--- src/rtl/mem_load_unit.sv ---
// Load unit: issues a word-aligned read, waits READ_LATENCY cycles, captures into the MDR and extracts byte/half/word.
// Optional macro LOAD_ALIGN_CHECK_EN flags misaligned half/word loads on ld_err and skips the memory read.
module mem_load_unit #(
    parameter int READ_LATENCY = 1
) (
    input  logic        clk,
    input  logic        reset_n,
    input  logic        ld_start,
    input  logic [31:0] ld_addr,
    input  logic [1:0]  ld_size,
    input  logic        ld_signed,
    output logic [31:0] mem_addr,
    output logic        mem_rd,
    input  logic [31:0] mem_rdata,
    output logic [31:0] ld_data,
    output logic        ld_done,
    output logic        ld_busy,
    output logic        ld_err
);

    typedef enum logic [2:0] {IDLE, REQ, WAIT, CAPT, DONE} state_t;

    localparam logic [3:0] CNT_LOAD = 4'(READ_LATENCY - 1);

    state_t      state_q;
    logic [31:0] mem_addr_q;
    logic        mem_rd_q;
    logic [1:0]  size_q;
    logic        sgn_q;
    logic [1:0]  off_q;
    logic [3:0]  cnt_q;
    logic [31:0] mdr_q;
    logic [31:0] mdr_d;
    logic [31:0] ld_data_q;
    logic        done_q;
    logic        busy_q;
    logic        err_q;

    // Big-endian lane select: byte offset 0 is the most significant byte.
    function automatic logic [31:0] extract(input logic [31:0] w, input logic [1:0] sz,
                                            input logic sgn, input logic [1:0] off);
        logic signed [15:0] h;
        logic signed [7:0]  b;
        logic [31:0]        r;
        h = off[1] ? w[15:0] : w[31:16];
        case (off)
            2'd0:    b = w[31:24];
            2'd1:    b = w[23:16];
            2'd2:    b = w[15:8];
            default: b = w[7:0];
        endcase
        case (sz)
            2'b01:   r = sgn ? {{16{h[15]}}, h} : {16'h0000, h};
            2'b10:   r = sgn ? {{24{b[7]}}, b} : {24'h000000, b};
            default: r = w;
        endcase
        return r;
    endfunction

`ifdef LOAD_ALIGN_CHECK_EN
    function automatic logic misaligned(input logic [1:0] a, input logic [1:0] sz);
        logic m;
        case (sz)
            2'b01:   m = a[0];
            2'b10:   m = 1'b0;
            default: m = (a != 2'b00);
        endcase
        return m;
    endfunction
`endif

    always_comb begin
        mdr_d = (state_q == CAPT) ? mem_rdata : mdr_q;
    end

    always_ff @(posedge clk or negedge reset_n) begin
        if (!reset_n) begin
            state_q    <= IDLE;
            mem_addr_q <= '0;
            mem_rd_q   <= 1'b0;
            size_q     <= '0;
            sgn_q      <= 1'b0;
            off_q      <= '0;
            cnt_q      <= '0;
            mdr_q      <= '0;
            ld_data_q  <= '0;
            done_q     <= 1'b0;
            busy_q     <= 1'b0;
            err_q      <= 1'b0;
        end else begin
            mem_rd_q <= 1'b0;
            done_q   <= 1'b0;
            err_q    <= 1'b0;
            mdr_q    <= mdr_d;
            case (state_q)
                IDLE: begin
                    busy_q <= 1'b0;
                    if (ld_start) begin
                        mem_addr_q <= {ld_addr[31:2], 2'b00};
                        size_q     <= ld_size;
                        sgn_q      <= ld_signed;
                        off_q      <= ld_addr[1:0];
                        busy_q     <= 1'b1;
`ifdef LOAD_ALIGN_CHECK_EN
                        if (misaligned(ld_addr[1:0], ld_size)) begin
                            state_q   <= DONE;
                            done_q    <= 1'b1;
                            err_q     <= 1'b1;
                            ld_data_q <= '0;
                        end else begin
                            state_q  <= REQ;
                            mem_rd_q <= 1'b1;
                        end
`else
                        state_q  <= REQ;
                        mem_rd_q <= 1'b1;
`endif
                    end
                end
                REQ: begin
                    if (READ_LATENCY == 1) begin
                        state_q <= CAPT;
                    end else begin
                        cnt_q   <= CNT_LOAD;
                        state_q <= WAIT;
                    end
                end
                WAIT: begin
                    cnt_q <= cnt_q - 4'd1;
                    if (cnt_q == 4'd1) begin
                        state_q <= CAPT;
                    end
                end
                CAPT: begin
                    ld_data_q <= extract(mdr_d, size_q, sgn_q, off_q);
                    done_q    <= 1'b1;
                    state_q   <= DONE;
                end
                DONE: begin
                    busy_q  <= 1'b0;
                    state_q <= IDLE;
                end
                default: state_q <= IDLE;
            endcase
        end
    end

    assign mem_addr = mem_addr_q;
    assign mem_rd   = mem_rd_q;
    assign ld_data  = ld_data_q;
    assign ld_done  = done_q;
    assign ld_busy  = busy_q;
    assign ld_err   = err_q;

endmodule

--- config.mk ---
export PLATFORM = sky130hd
export DESIGN_NAME = mem_load_unit
export DESIGN_NICKNAME = d
export VERILOG_FILES = /design/src/rtl/mem_load_unit.sv
export SDC_FILE = /design/constraint.sdc
export NUM_CORES = 1
export LEC_CHECK = 0
export ABC_AREA = 1
export BUFFER_PORTS_ARGS = -buffer_cell sky130_fd_sc_hd__buf_2
export CORE_AREA = 3 3 94 96
export DETAILED_ROUTE_END_ITERATION = 6
export DIE_AREA = 0 0 97 99
export HOLD_SLACK_MARGIN = 0.05
export PLACE_DENSITY = 0.8
export SYNTH_ARGS = -nofsm -noshare
export SYNTH_HDL_FRONTEND = slang
export SYNTH_SLANG_ARGS = --single-unit
--- constraint.sdc ---
create_clock -name clk -period 3.6 [get_ports clk]
set_clock_uncertainty 0.05 [all_clocks]
set_input_delay 0.18 -clock clk [delete_from_list [all_inputs] [get_ports clk]]
set_output_delay 0.18 -clock clk [all_outputs]
set_load 0.02 [all_outputs]
==> results by group, run 1 <==
Drt
  • DRT iter0 DRCs: 187
  • Final WL: 11.3 mm
  • Routed wl met2: 5.58 mm
  • Routed Antenna Nets: 0
  • Drt drc: 0
  • DR WL/cell: 14.0 um
  • Met1 WL: 4.63 mm
  • First-pass detailed-route iteration total: 5
  • Top layer in use: met5
  • Vias: 4,126
  • Vias per cell: 5.09
  • Met3 wire length: 902 um

Synth
  • Post-synthesis simple-gate area fraction: 23.5%
  • Adder-cell share of the synthesized area: 1.13%
  • Main combinational cell family by area after synthesis: simple AND/OR/NAND/NOR gates
  • Top cell type by total area after synthesis: dfrtp_1
  • Yosys reg bits: 95
  • Proportion of synthesized area in mux cells: 0%
  • Yosys Warn Count: 0
  • XOR/XNOR share of the synthesized area: 0.594%
  • Area contributors post-synth: dfrtp_1, nand2_1, inv_1
  • Post-synthesis sequential area ratio: 53.7%
  • Synth Cell Area: 0.00443 mm2
  • Share of the synthesized area in the top cell type: 53.7%
  • Post-synth cell types: 32
  • Compound-Gate Fraction of Synth Area: 12.5%
  • Post-Syn Area per Cell: 8.15 um2
  • Synth Instances: 543

Clocking
  • CTS tree: built
  • Clock-pin slew of the registers on the worst-case setup and hold paths: 100 ps
  • Post-CTS setup buffer count: 0
  • H-tree depth: 3
  • Clk Latency, worst-skew pair: 350 ps
  • Clock Tree Root: clkbuf_8
  • PostCTS Resize Cnt: 0
  • Max clock buf depth: 2
  • Clock Sinks: 95
  • CTS buffer count: 9

STA
  • Slew HR: 27.3%
  • Unrepaired setup endpoints after global routing: no
  • Min Tclk post-route: 2440 ps
  • Tcrit/Tclk final: 67.9%
  • Setup TNS: 0 ps
  • Max Fclk: 409 MHz
  • Max-slew violations: 0
  • Final setup viols: 0
  • Worst-margin pin slew: 1090 ps
  • Final Hold Viols: 0

Floorplan
  • Die width: 97 um
  • Rows: 33
  • Die ar.: 0.00960 mm2
  • Initial Util: 54.4%
  • DIE HEIGHT: 99 um
  • Core ar.: 0.00813 mm2
  • I/O pin cnt: 138

Setup path
  • Crit path largest cell delay: 880 ps
  • CP Cell Sequence: inv_1 -> ha_1 -> clkinv_1 -> nand2_1 -> nor2_1 -> nand3_1 -> a21oi_1
  • CP Capture Type: flop
  • Critical Path Fanout Max: 28
  • CP Data Arrival Time: 2630 ps
  • Worst Path Buf+Inv: 2
  • Kind of cell adding the most delay to the critical path: adder cells
  • Crit path max-delay cell type: ha_1
  • Critical path class: reg -> reg
  • CP required: 3790 ps
  • Worst Setup Start Kind: flop

Outcome
  • Status: completed

Finish
  • Final core area utilization: 69.8%
  • Layout cells sized above 1: 24.1%
  • Area Overhead vs Synth: 28.3%
  • Filler instances: 634
  • Layout net count: 774
  • ANT cells: 0

Placed design
  • HPWL Detailed: 7.42 mm
  • Port Buffers: 134
  • RePlAce Congestion: 0.862

Pwr
  • Power Dens Cells: 958 mW/mm2
  • Pleak: 3.14 nW
  • VDD IR max: 0.499 mV

Job
  • Max_cap viols: 0

Global route
  • Remaining Overflow, GRT: 0
  • First-pass GRT wire length: 18.8 mm
  • Initial antenna violation count: 1
  • Number of global-route vias before repair: 4,105
  • GRT Total Usage: 24.1%
  • Pin count of the biggest net entering global routing: 81

Min path
  • Worst min path class: in -> reg
-- worst min-delay path, cell delays in order --
cell	delay, ps
buf_2	110
inv_1	60
o21ai_0	80
-- final cells by class --
cell class	count	area [um2]	share of cell area (%)
clock inverter	6	68.8	1.21
multi-input combinational	360	1680	29.6
clock buffer	10	128	2.25
sequential	95	2380	41.9
tap	105	131	2.31
inverter	59	221	3.90
timing repair buffer	175	1070	18.9
-- cells by family after synthesis --
family	after synthesis
compound gates	90
xor+xnor	3
fa+ha+maj	4
buf+inv	90
flops	95
other cells	1
simple gates	260
-- state kept, by name, summed over array words and instances (netlist names) --
register and flops:
cnt_q 4, mdr_q 18, mem_rd 1, ld_data 32, size_q 2, sgn_q 1, state_q 3, off_q 2
ld_done 1, ld_busy 1, mem_addr 30
-- final timing paths --
path	from	end	slack (ps)	cells after the start
max	size_q[0]	ld_data[1]	1160	7
min	mem_rdata[27]	mdr_q[27]	70	3
max reg2reg	size_q[0]	ld_data[1]	1160	7
min reg2reg	ld_data[12]	ld_data[12]	430	2
max in group asynchronous	reset_n	ld_data[5]	2210	3
min in group asynchronous	reset_n	ld_data[10]	470	2
-- through the flow --
| step | hold slack, ps | instances | worst slack (ps) | area [um2] | power (mW) |
|---|---|---|---|---|---|
| after floorplan | -166 | 545 | 1900 | 4430 | 3.92 |
| after global placement | 322 | 757 | 1220 | 5110 | 4.59 |
| after detailed placement | 327 | 757 | 1180 | 5110 | 4.69 |
| after CTS | 55.1 | 810 | 1120 | 5680 | 5.43 |
| after global routing | 52.5 | 810 | 923 | 5680 | 5.89 |
| final | 68.3 | 810 | 1160 | 5680 | 5.44 |
-- synth_stat cells, drive strengths merged --
cell    instances
dfrtp          95
xor2            2
nand4           1
conb            1
nor2           34
o21a            7
inv            56
nand2         202
nor3            1
nand3b          2
o211ai         16
clkinv          3
ha              4
a21oi          48
o22ai           1
buf            14
clkbuf         17
a31oi           1
o21ai          17
xnor2           1
and2            1
nand3          19
-- routing by layer --
layer  up-vias  GRT usage (%)
met5         -              0
met4         2           8.86
met3        26           5.73
met2       177           40.7
met1      1922           30.5
li1       1999              -
-- cell usage in the layout, fill, tap and decap left out, drive strengths merged, types with 4 or more instances in the layout --
cell type / synthesis / final
nor2: 34 / 34
o211ai: 16 / 16
nand3: 19 / 19
buf: 14 / 138
ha: 4 / 4
nand2: 202 / 202
dfrtp: 95 / 95
clkbuf: 17 / 10
dlygate4sd3: 0 / 37
clkinv: 3 / 6
o21a: 7 / 7
inv: 56 / 57
a21oi: 48 / 48
o21ai: 17 / 17
-- where the power goes --
group          switching [mW]  internal [mW]
clock                   0.378          0.326
combinational            1.87          0.941
sequential              0.320           1.60
total                    2.57           2.87
-- what timing repair did --
item,CTS,global route
endpoints found under the hold margin,115,0
hold buffers,37,0
endpoints found under the setup margin,0,0
Note: power is estimated with default switching activity, not from simulation.
==> inputs of run 2 (changes only) <==
--- a/config.mk
+++ b/config.mk
@@ -7,11 +7,11 @@
 export LEC_CHECK = 0
 export ABC_AREA = 1
 export BUFFER_PORTS_ARGS = -buffer_cell sky130_fd_sc_hd__buf_2
-export CORE_AREA = 3 3 94 96
+export CORE_AREA = 3 3 103 105
 export DETAILED_ROUTE_END_ITERATION = 6
-export DIE_AREA = 0 0 97 99
+export DIE_AREA = 0 0 106 108
 export HOLD_SLACK_MARGIN = 0.05
-export PLACE_DENSITY = 0.8
+export PLACE_DENSITY = 0.7
 export SYNTH_ARGS = -nofsm -noshare
 export SYNTH_HDL_FRONTEND = slang
 export SYNTH_SLANG_ARGS = --single-unit
==> constraint.sdc (replaced) <==
create_clock -name clk -period 2.15 [get_ports clk]
set_clock_uncertainty 0.05 [all_clocks]
set_input_delay 0.1075 -clock clk [delete_from_list [all_inputs] [get_ports clk]]
set_output_delay 0.1075 -clock clk [all_outputs]
set_load 0.02 [all_outputs]
==> run 2 against run 1 <==
Net effect: combinational power rose by 75%; fmax rose by 24%; clock power rose by 52%; sequential power rose by 67%; critical path depth did not move; count of clock-buffer cells in the layout fell by 1; global-route usage fell by 1.7 points.
==> results by group, run 2 (synthesized netlist as in run 1, its figures left out) <==
Outcome
  • Status: completed

STA
  • Final setup viols: 0
  • Tcrit/Tclk final: 91.7%
  • Hold slack: 61.6 ps
  • Max-slew violations: 0
  • Worst-margin pin slew: 622 ps
  • Min Tclk post-route: 1970 ps
  • Max Fclk: 507 MHz
  • Setup TNS: 0 ps
  • Final Hold Viols: 0
  • Slew HR: 58.2%
  • Unrepaired setup endpoints after global routing: no

Placed design
  • Placed Instances: 794
  • Port Buffers: 134
  • HPWL Detailed: 8.01 mm
  • RePlAce Congestion: 0.833

Setup path
  • FF-to-FF setup slack: 180 ps
  • CP required: 2400 ps
  • Reg2reg path depth: 7
  • CP Data Arrival Time: 2220 ps
  • Critical path class: reg -> reg
  • RR Endpoint: ld_data[0]
  • Worst Setup Start Kind: flop
  • Critical Path Fanout Max: 10
  • RR Startpoint: size_q[0]
  • CP Capture Type: flop

Clocking
  • Clk Latency, worst-skew pair: 370 ps
  • H-tree depth: 3
  • Clock Tree Root: clkbuf_8
  • CTS buffer count: 9
  • Clock Sinks: 95
  • CTS tree: built
  • Clock-pin slew of the registers on the worst-case setup and hold paths: 100 ps
  • Post-CTS setup buffer count: 0
  • Max clock buf depth: 2

Drt
  • Vias: 4,217
  • Met1 WL: 5.13 mm
  • Vias per cell: 4.85
  • Top layer in use: met4
  • DRT iter0 DRCs: 185
  • Routed wl met2: 5.99 mm
  • First-pass detailed-route iteration total: 5
  • Drt drc: 0
  • Final WL: 12.2 mm
  • DR WL/cell: 14.1 um
  • Routed Antenna Nets: 0
  • Met3 wire length: 856 um

Pwr
  • Switching fraction of total power: 47.5%
  • Comb power frac: 53.7%
  • Pleak: 3.28 nW
  • Power Dens Cells: 1540 mW/mm2
  • Internal power: 4.84 mW
  • Sequential share of power: 34.7%
  • Psw: 4.37 mW
  • Clk pwr share: 11.6%
  • VDD IR max: 0.753 mV

Global route
  • Number of global-route vias before repair: 4,212
  • Initial antenna violation count: 0
  • GRT Total Usage: 22.5%
  • Remaining Overflow, GRT: 0
  • First-pass GRT wire length: 20.2 mm
  • Pin count of the biggest net entering global routing: 57

Job
  • Max_cap viols: 0

Finish
  • Final non-filler cell total: 869
  • Area Overhead vs Synth: 35.3%
  • Layout net count: 805
  • Layout cells sized above 1: 24.6%
  • Most frequent cells in the layout: nand2_1, buf_2, dfrtp_1
  • Filler instances: 821
  • Commonest non-fill, non-tap cell in the layout: nand2_1
  • Max reg flops: 32
  • Final core area utilization: 61.5%
  • ANT cells: 0

Floorplan
  • Rows: 36
  • Initial Util: 45.5%
  • Die ar.: 0.0114 mm2
  • DIE HEIGHT: 108 um
  • Die width: 106 um
  • Core ar.: 0.00973 mm2
  • I/O pin cnt: 138

Min path
  • Endpoint, Worst Hold: ld_data[13]
  • Worst min path class: in -> reg
  • Hold path start: mem_rdata[13]
  • Hold path depth: 5
-- run 2: critical path, cell delays in order, from the launching register on --
cell      delay, ps
dfrtp_1         360
inv_1            70
ha_1            350
clkinv_1        220
nand2_1          80
nor2_1          410
nand3_1         200
a21oi_1         170
-- run 2: stage by stage --
stage	total power, mW	worst slack [ps]	instance area [um2]
2_1_floorplan	6.56	453	4430
3_3_place_gp	7.93	160	5230
3_5_place_dp	8.06	185	5230
4_1_cts	9.24	163	5990
5_1_grt	10.0	26.5	5990
6_report	9.21	178	5990
-- run 2: per-layer routing --
metal,up-vias,GRT usage [%]
met1,1953,28.7
li1,2072,-
met4,0,8.79
met5,-,0
met2,170,36.9
met3,22,5.85
-- run 2: worst max-delay path by stage --
stage	startpoint	end
floorplan	size_q[0]	ld_data[4]
global placement	size_q[0]	ld_data[4]
detailed placement	size_q[0]	ld_data[5]
CTS	size_q[0]	ld_data[5]
global route	size_q[0]	ld_data[2]
finish	size_q[0]	ld_data[0]
-- run 2: layout make-up --
class,count,area [um2],area share (%)
sequential,95,2380,39.7
multi-input combinational,360,1680,28.0
timing repair buffer,206,1370,22.9
inverter,59,221,3.70
tap,133,166,2.78
clock buffer,9,124,2.07
clock inverter,7,46.3,0.773
-- run 2: power groups by stage --
stage | sequential [mW] | combinational, mW | clock (mW)
3_5_place_dp | 3.20 | 4.86 | 0
4_1_cts | 3.19 | 4.94 | 1.10
2_1_floorplan | 3.85 | 2.71 | 0
6_report | 3.20 | 4.94 | 1.07
5_1_grt | 3.31 | 5.55 | 1.19
3_3_place_gp | 3.19 | 4.73 | 0
-- run 2: timing repair --
item                                    CTS  global route
endpoints found under the hold margin   109             0
hold buffers                             59             0
resized for setup                         0             1
endpoints found under the setup margin    0             1
==> inputs of run 3 (changes only) <==
--- a/config.mk
+++ b/config.mk
@@ -12,6 +12,7 @@
 export DIE_AREA = 0 0 106 108
 export HOLD_SLACK_MARGIN = 0.05
 export PLACE_DENSITY = 0.7
+export SETUP_SLACK_MARGIN = 0.2
 export SYNTH_ARGS = -nofsm -noshare
 export SYNTH_HDL_FRONTEND = slang
 export SYNTH_SLANG_ARGS = --single-unit
==> run 3 against run 2 <==
Net effect: count of clock-buffer cells in the layout unchanged; clock power about the same; fmax up 9.5%; register-to-register slack better by 170 ps; sequential cell count unchanged; sequential share of layout area down 0.13 points; critical path type unchanged.
==> results by group, run 3 (synthesized netlist as in run 1, its figures left out) <==
Global route
  • Number of global-route vias before repair: 4,212
  • Initial antenna violation count: 0
  • Pin count of the biggest net entering global routing: 57
  • First-pass GRT wire length: 20.2 mm
  • Remaining Overflow, GRT: 0
  • GRT Total Usage: 22.5%

Floorplan
  • DIE HEIGHT: 108 um
  • Rows: 36
  • Core ar.: 0.00973 mm2
  • Initial Util: 45.5%
  • Die width: 106 um
  • Die ar.: 0.0114 mm2
  • I/O pin cnt: 138

Drt
  • Vias: 4,234
  • Drt drc: 0
  • DR WL/cell: 14.2 um
  • Routed Antenna Nets: 0
  • DRT iter0 DRCs: 219
  • Vias per cell: 4.87
  • Final WL: 12.3 mm
  • First-pass detailed-route iteration total: 7

STA
  • Max-slew violations: 0
  • Tcrit/Tclk final: 83.8%
  • Slew HR: 58.1%
  • Worst-margin pin slew: 623 ps
  • Final setup viols: 0
  • Final worst slack: 349 ps
  • Hold slack: 57.3 ps
  • Final Hold Viols: 0
  • Max Fclk: 555 MHz
  • Setup TNS: 0 ps
  • Unrepaired setup endpoints after global routing: no
  • Min Tclk post-route: 1800 ps

Finish
  • Commonest non-fill, non-tap cell in the layout: nand2_1
  • Area Overhead vs Synth: 35.8%
  • Layout net count: 805
  • ANT cells: 0
  • Layout cells sized above 1: 25.1%
  • Most frequent cells in the layout: nand2_1, buf_2, dfrtp_1
  • Max reg flops: 32

Placed design
  • Place WS: 185 ps
  • RePlAce Congestion: 0.833
  • HPWL Detailed: 8.01 mm
  • Port Buffers: 134

Clocking
  • Clock-pin slew of the registers on the worst-case setup and hold paths: 90 ps
  • CTS tree: built
  • CTS buffer count: 9
  • Clk Latency, worst-skew pair: 370 ps
  • Clock Tree Root: clkbuf_8
  • Post-CTS setup buffer count: 0
  • Max clock buf depth: 2
  • Clock Sinks: 95
  • H-tree depth: 3

Pwr
  • Pwr Total: 9.28 mW
  • VDD IR max: 0.766 mV
  • Power Dens Cells: 1540 mW/mm2
  • Pleak: 3.28 nW

Setup path
  • CP required: 2340 ps
  • CP Capture Type: flop
  • CP Data Arrival Time: 1990 ps
  • Critical path class: reg -> reg
  • Critical Path Fanout Max: 16
  • Worst Setup Start Kind: flop

Outcome
  • Status: completed

Job
  • Max_cap viols: 0

Min path
  • Worst min path class: in -> reg
## run 3: where the power goes
part           leakage (nW)  switching [mW]  internal (mW)
registers              1.15           0.527           2.68
logic                  2.04            3.24           1.75
clock network        0.0935           0.650          0.423
total                  3.28            4.42           4.86
## run 3: worst max-delay path, stage by stage, from the launching register on
cell and delay, ps:
dfrtp_1 440, nand2_2 110, nor2_4 170, nand2_1 90, nand3_1 100, nand2_1 100, o21ai_2 180, nand2_2 80
nand2_4 230, a21oi_1 120
## run 3: timing repair
item / in CTS / in global routing
hold buffers: 59 / 0
gates resized for setup: 1 / 7
setup endpoints to repair: 5 / 25
hold endpoints to repair: 109 / 0
## run 3: final cells by class
type	count	area, um2
Sequential cell	95	2380
Timing Repair Buffer	206	1380
Fill cell	820	3720
Clock inverter	7	46.3
Inverter	59	221
Clock buffer	9	124
Tap cell	133	166
Multi-Input combinational cell	360	1690
## run 3: path summary, 6_finish.rpt
| kind | start | endpoint | slack, ps | depth (start not counted) |
|---|---|---|---|---|
| max | state_q[1] | ld_data[20] | 350 | 9 |
| min | mem_rdata[13] | ld_data[13] | 60 | 5 |
| max reg2reg | state_q[1] | ld_data[20] | 350 | 9 |
| min reg2reg | cnt_q[3] | cnt_q[3] | 430 | 1 |
| max in group asynchronous | reset_n | off_q[1] | 1160 | 3 |
| min in group asynchronous | reset_n | ld_data[9] | 200 | 2 |
## run 3: per-layer routing
| metal | vias up | wire length [um] | GRT usage (%) |
|---|---|---|---|
| li1 | 2074 | - | - |
| met1 | 1953 | 5230 | 28.7 |
| met2 | 180 | 5890 | 36.9 |
| met3 | 27 | 917 | 5.85 |
| met4 | 0 | 291 | 8.79 |
| met5 | - | 0 | 0 |
## run 3: metrics by stage
stage	utilization [%]	instances	cell area [um2]
after floorplan	-	545	4430
after global placement	53.7	794	5230
after detailed placement	53.7	794	5230
after CTS	61.6	869	5990
after global routing	61.8	869	6010
final	61.8	869	6010
